$ cat src/rtl/ddr3_phy_pkg.sv
// Shared types and constants for the DDR3 PHY read-side alignment logic.
package ddr3_phy_pkg;

  localparam int CNT_W = 4;
  localparam logic [7:0] TRAIN_PATTERN_DEF = 8'hC5;

  typedef enum logic [2:0] {
    ST_IDLE    = 3'd0,
    ST_COMPARE = 3'd1,
    ST_SLIP    = 3'd2,
    ST_WAIT    = 3'd3,
    ST_LOCKED  = 3'd4,
    ST_FAIL    = 3'd5
  } pin_state_t;

endpackage

$ cat src/rtl/ddr3_rx_bitslip_pin.sv
// Per-pin word-alignment trainer: compares the deserialized word against the
// training pattern and walks the IOD bitslip until it matches or runs out of rotations.
module ddr3_rx_bitslip_pin
  import ddr3_phy_pkg::*;
#(
  parameter int         RATIO         = 8,
  parameter logic [7:0] TRAIN_PATTERN = TRAIN_PATTERN_DEF,
  parameter int         MATCH_COUNT   = 4,
  parameter int         SLIP_SETTLE   = 3
) (
  input  logic             clk,
  input  logic             rst,
  input  logic             train_start,
  input  logic [RATIO-1:0] word,
  output logic             slip,
  output logic             locked,
  output logic             failed,
  output logic [CNT_W-1:0] slip_cnt
);

  localparam logic [CNT_W-1:0] MATCH_LAST  = CNT_W'(MATCH_COUNT - 1);
  localparam logic [CNT_W-1:0] SETTLE_LAST = CNT_W'(SLIP_SETTLE - 1);
  localparam logic [CNT_W-1:0] SLIP_MAX    = CNT_W'(RATIO - 1);
  localparam logic [RATIO-1:0] PATTERN     = TRAIN_PATTERN[RATIO-1:0];

  pin_state_t       state_r;
  logic [CNT_W-1:0] match_cnt_r;
  logic [CNT_W-1:0] slip_cnt_r;
  logic [CNT_W-1:0] settle_cnt_r;
  logic             slip_r;

  // Pin FSM; slip_r is raised on entry to SLIP so the pulse covers exactly that state.
  always_ff @(posedge clk) begin
    if (rst) begin
      state_r      <= ST_IDLE;
      match_cnt_r  <= 4'd0;
      slip_cnt_r   <= 4'd0;
      settle_cnt_r <= 4'd0;
      slip_r       <= 1'b0;
    end else if (train_start) begin
      state_r      <= ST_COMPARE;
      match_cnt_r  <= 4'd0;
      slip_cnt_r   <= 4'd0;
      settle_cnt_r <= 4'd0;
      slip_r       <= 1'b0;
    end else begin
      slip_r <= 1'b0;
      case (state_r)
        ST_IDLE: state_r <= ST_IDLE;
        ST_COMPARE: begin
          if (word == PATTERN) begin
            match_cnt_r <= match_cnt_r + 4'd1;
            if (match_cnt_r == MATCH_LAST) begin
              state_r <= ST_LOCKED;
            end else begin
              state_r <= ST_COMPARE;
            end
          end else begin
            match_cnt_r <= 4'd0;
            // All rotations tried once slip_cnt hits RATIO-1.
            if (slip_cnt_r == SLIP_MAX) begin
              state_r <= ST_FAIL;
            end else begin
              state_r <= ST_SLIP;
              slip_r  <= 1'b1;
            end
          end
        end
        ST_SLIP: begin
          if (slip_cnt_r != SLIP_MAX) begin
            slip_cnt_r <= slip_cnt_r + 4'd1;
          end else begin
            slip_cnt_r <= slip_cnt_r;
          end
          settle_cnt_r <= 4'd0;
          state_r      <= ST_WAIT;
        end
        ST_WAIT: begin
          if (settle_cnt_r == SETTLE_LAST) begin
            state_r <= ST_COMPARE;
          end else begin
            settle_cnt_r <= settle_cnt_r + 4'd1;
            state_r      <= ST_WAIT;
          end
        end
        ST_LOCKED: state_r <= ST_LOCKED;
        ST_FAIL:   state_r <= ST_FAIL;
        default:   state_r <= ST_IDLE;
      endcase
    end
  end

  assign slip     = slip_r;
  assign locked   = (state_r == ST_LOCKED);
  assign failed   = (state_r == ST_FAIL);
  assign slip_cnt = slip_cnt_r;

endmodule

$ cat src/rtl/ddr3_rx_bitslip_align.sv
// DQ-lane read alignment: one bitslip trainer per pin, lane-wide status
// reduction and a one-cycle registered copy of the read data.
module ddr3_rx_bitslip_align
  import ddr3_phy_pkg::*;
#(
  parameter int         DQ_WIDTH      = 8,
  parameter int         RATIO         = 8,
  parameter logic [7:0] TRAIN_PATTERN = TRAIN_PATTERN_DEF,
  parameter int         MATCH_COUNT   = 4,
  parameter int         SLIP_SETTLE   = 3
) (
  input  logic                      FAB_CLK,
  input  logic                      RX_SYNC_RST,
  input  logic                      TRAIN_START,
  input  logic [DQ_WIDTH*RATIO-1:0] RX_DATA_IN,
  output logic [DQ_WIDTH-1:0]       RX_BIT_SLIP,
  output logic [DQ_WIDTH*RATIO-1:0] RX_DATA_OUT,
  output logic                      RX_DATA_VALID,
  output logic                      TRAIN_DONE,
  output logic                      TRAIN_PASS,
  output logic [DQ_WIDTH-1:0]       PIN_FAIL,
  output logic [DQ_WIDTH*CNT_W-1:0] SLIP_COUNT
);

  logic [DQ_WIDTH-1:0]       locked_s;
  logic [DQ_WIDTH-1:0]       failed_s;
  logic [DQ_WIDTH*RATIO-1:0] data_r;
  logic                      valid_r;
  logic                      done_r;
  logic                      pass_r;
  logic [DQ_WIDTH-1:0]       fail_r;

  for (genvar p = 0; p < DQ_WIDTH; p++) begin : g_pin
    ddr3_rx_bitslip_pin #(
      .RATIO         (RATIO),
      .TRAIN_PATTERN (TRAIN_PATTERN),
      .MATCH_COUNT   (MATCH_COUNT),
      .SLIP_SETTLE   (SLIP_SETTLE)
    ) u_pin (
      .clk         (FAB_CLK),
      .rst         (RX_SYNC_RST),
      .train_start (TRAIN_START),
      .word        (RX_DATA_IN[p*RATIO +: RATIO]),
      .slip        (RX_BIT_SLIP[p]),
      .locked      (locked_s[p]),
      .failed      (failed_s[p]),
      .slip_cnt    (SLIP_COUNT[p*CNT_W +: CNT_W])
    );
  end

  // Lane status and data register; status drops right away on a new TRAIN_START.
  always_ff @(posedge FAB_CLK) begin
    if (RX_SYNC_RST) begin
      data_r  <= '0;
      valid_r <= 1'b0;
      done_r  <= 1'b0;
      pass_r  <= 1'b0;
      fail_r  <= '0;
    end else begin
      data_r <= RX_DATA_IN;
      fail_r <= failed_s;
      if (TRAIN_START) begin
        valid_r <= 1'b0;
        done_r  <= 1'b0;
        pass_r  <= 1'b0;
      end else begin
        valid_r <= &locked_s;
        done_r  <= &(locked_s | failed_s);
        pass_r  <= &locked_s;
      end
    end
  end

  assign RX_DATA_OUT   = data_r;
  assign RX_DATA_VALID = valid_r;
  assign TRAIN_DONE    = done_r;
  assign TRAIN_PASS    = pass_r;
  assign PIN_FAIL      = fail_r;

endmodule

$ cat config.mk
export PLATFORM = sky130hd
export DESIGN_NAME = ddr3_rx_bitslip_align
export DESIGN_NICKNAME = d
export VERILOG_FILES = /design/src/rtl/ddr3_phy_pkg.sv /design/src/rtl/ddr3_rx_bitslip_pin.sv /design/src/rtl/ddr3_rx_bitslip_align.sv
export SDC_FILE = /design/constraint.sdc
export NUM_CORES = 1
export LEC_CHECK = 0
export ABC_AREA = 0
export BUFFER_PORTS_ARGS = -buffer_cell sky130_fd_sc_hd__buf_2
export CAP_MARGIN = 20
export CORE_AREA = 5 5 164 166
export CTS_BUF_LIST = sky130_fd_sc_hd__clkbuf_8
export DETAILED_ROUTE_END_ITERATION = 8
export DIE_AREA = 0 0 169 171
export SLEW_MARGIN = 0
export SYNTH_ARGS = -nofsm -noshare
export SYNTH_HDL_FRONTEND = slang
export SYNTH_SLANG_ARGS = --single-unit
$ cat constraint.sdc
create_clock -name FAB_CLK -period 2.3 [get_ports FAB_CLK]
set_input_delay 0.69 -clock FAB_CLK [delete_from_list [all_inputs] [get_ports FAB_CLK]]
set_output_delay 0.69 -clock FAB_CLK [all_outputs]
set_load 0.02 [all_outputs]
==> results.ini <==
[status]
status = finished, final reports clean

[timing]
fin_skew_ns = 0.0120
slew_headroom_pct = 56.6
worst_pin_slew_ns = 0.650
setup_viol = 0
rsz0062_at_grt = false
fmax_ghz = 0.556
layout_min_cycle_time_ns = 1.80
hold_violations = 0
fin_tns_setup_ns = 0
fin_crit_sh_pct = 78.2
maxSlewViolCount = 0

[final_layout]
diodes = 0
fillers = 2530
drive_above_1_share_pct = 23.3
area_delta_synth_final_pct = 23.2
nets = 1213
fin_cells = 1470
layout_commonest_cell = dfxtp_1
final_cell_mix = dfxtp_1 (202), buf_2 (181), nor2_1 (107)

[drt]
drtAntennaViolNets = 0
drt_first_pass_iters = 4
met2_length_mm = 9.78
route.met3.wl_mm = 1.08
drcViolationCount = 0
wl_met1_mm = 8.83
dr.first_iter.drc_count = 320
viasPerCell = 4.84
highest_layer = met4
wl_per_cell_um = 13.7
num_vias = 7113
drt_wl_total_mm = 20.1

[critical_path]
crit_path_end_kind = output port
reg2reg_depth = 4
crit_buf_inv = 1
required_ns = 1.61
crit_type = flip-flop to output port
cp_num_cells = 1
worstReg2RegStart = g_pin[5].u_pin.state_r[0]$_SDFF_PP0_
critical_path_peak_fanout = 4
path_cells = buf_2
crit_family = flip-flops
crit_slowest_cell = dfxtp_1
slowest_delay_ns = 0.40
start_kind = flip-flop
r2r-end = g_pin[5].u_pin.state_r[0]$_SDFF_PP0_
r2r_setup_slack_ns = 0.53
crit_arrival_ns = 1.11

[clock_tree]
postCtsSetupBuffers = 0
clock_sinks = 202
insertion_delay_ns = 0.51
cts_resized = 0
cts_tree = yes
root_buffer = clkbuf_8
ctsHoldBuffers = 0
numCtsBuffers = 38
htreeDepth = 2
cts_max_path_buffers = 3
clk_pin_slew_ns = 0.06

[die]
die_x_um = 169
io_pins = 182
die_y_um = 171
dieArea_um2 = 28900
start_util_pct = 33.9
rows = 59
core_um2 = 25500

[min_path]
hold_class = input port to flip-flop
whs_path_depth = 2
holdCritStartpoint = RX_DATA_IN[13]
min_to = RX_DATA_OUT[13]$_SDFF_PP0_

[power_and_ir_drop]
ir_worst_vdd_uv = 325
power_mw = 7.58
p_leak_nw = 4.50
power_density_nw_per_um2 = 713

[logic_synthesis]
syn_inst = 921
synthFlopType = dfxtp_1
synthArstFlopShare_pct = 0
synth_seq_cells = 202
synth_edf_count = 0
syn_area_per_cell_um2 = 9.37
ys_types = 60
ys_seq_area_share_pct = 46.9
yosys_warnings = 0
synthesis.nets = 1022
syn_area_um2 = 8630

[global_routing]
grt_overflow_total = 0
grt_first_pass_wirelength_mm = 33.1
grt_pass1_vias = 6879
grtUsageTotal_pct = 13.6
grt_max_degree = 56
antenna_found_initial = 0

[placed_design]
placedCellCount = 1407
hpwl_mm = 14.2
io_buffers = 181
routabilityCongestion = 0.775

[job]
max_cap_violations = 0

[synthesized netlist by cell type, drive strengths merged, types with 17 or more instances]
| library cell | instances | area share, % |
|---|---|---|
| nand3b | 18 | 1.6 |
| a21oi | 45 | 2.6 |
| inv | 28 | 1.2 |
| ha | 34 | 4.9 |
| nor4 | 20 | 1.6 |
| nor3 | 28 | 1.6 |
| nor2b | 73 | 5.3 |
| nand2b | 19 | 1.4 |
| buf | 20 | 1.4 |
| dfxtp | 202 | 47 |
| nor2 | 108 | 4.7 |
| o21ai | 26 | 1.6 |
| nor3b | 17 | 1.5 |
| clkbuf | 22 | 1.0 |
| nand3 | 29 | 1.7 |
| mux2i | 23 | 2.7 |
| nand2 | 40 | 1.7 |
[logic make-up (layout without fill, tap and decap cells)]
| group | count (synthesis) | after routing | synth area share (%) |
|---|---|---|---|
| XOR/XNOR | 20 | 20 | 2.03 |
| AO/OA/AOI/OAI | 146 | 146 | 11.6 |
| adder cells (fa/ha/maj) | 34 | 34 | 4.93 |
| flip-flops | 202 | 202 | 46.9 |
| AND/OR/NAND/NOR | 426 | 426 | 28.3 |
| multiplexers | 23 | 23 | 2.67 |
| buffers and inverters | 70 | 284 | 3.63 |
[state kept, by name, indices dropped and copies added (netlist names)]
register / count
RX_DATA_OUT: 64
g_pin.u_pin.match_cnt_r: 32
g_pin.u_pin.settle_cnt_r: 32
g_pin.u_pin.slip_cnt: 32
g_pin.u_pin.state_r: 24
PIN_FAIL: 8
g_pin.u_pin.slip: 8
TRAIN_DONE: 1
TRAIN_PASS: 1
[layer usage]
layer  global-route usage, %  up-vias
met5                       0        -
met4                    4.34        0
met3                    3.49       36
met2                    23.8      138
met1                    16.4     3292
li1                        -     3647
[layout make-up]
| cell class | count | area [um2] | share of cell area [%] |
|---|---|---|---|
| Inverter | 28 | 105 | 0.989 |
| Clock buffer | 49 | 674 | 6.35 |
| Timing Repair Buffer | 193 | 1020 | 9.61 |
| Multi-Input combinational cell | 649 | 4280 | 40.2 |
| Sequential cell | 202 | 4040 | 38.1 |
| Tap cell | 335 | 419 | 3.94 |
| Clock inverter | 14 | 87.6 | 0.824 |
[per-stage QoR]
step,worst slack (ns),hold slack (ns),instance area (um2),util [%]
2_1_floorplan,0.415,0.444,8630,-
3_3_place_gp,0.225,0.455,9870,38.7
3_5_place_dp,0.175,0.466,9870,38.7
4_1_cts,0.451,0.363,10600,41.7
5_1_grt,0.376,0.363,10600,41.7
6_report,0.502,0.406,10600,41.7
[power breakdown]
group          switching [mW]  internal (mW)
Sequential             0.0383           3.58
Clock                    1.44           2.01
Combinational           0.310          0.199
Total                    1.79           5.79
[worst max-delay path by stage]
stage,from,end,slack [ns]
after floorplan,RX_DATA_IN[13],g_pin[1].u_pin.state_r[0]$_SDFF_PP0_,0.42
after global placement,RX_DATA_IN[13],g_pin[1].u_pin.state_r[0]$_SDFF_PP0_,0.23
after detailed placement,RX_DATA_IN[21],g_pin[2].u_pin.state_r[0]$_SDFF_PP0_,0.18
after CTS,g_pin[7].u_pin.slip_cnt[3]$_SDFFE_PP0P_,SLIP_COUNT[31],0.45
after global routing,g_pin[7].u_pin.state_r[0]$_SDFF_PP0_,g_pin[7].u_pin.match_cnt_r[2]$_SDFFE_PP0P_,0.38
final,g_pin[7].u_pin.slip_cnt[3]$_SDFFE_PP0P_,SLIP_COUNT[31],0.50
Power figures use the tool's default switching activity.
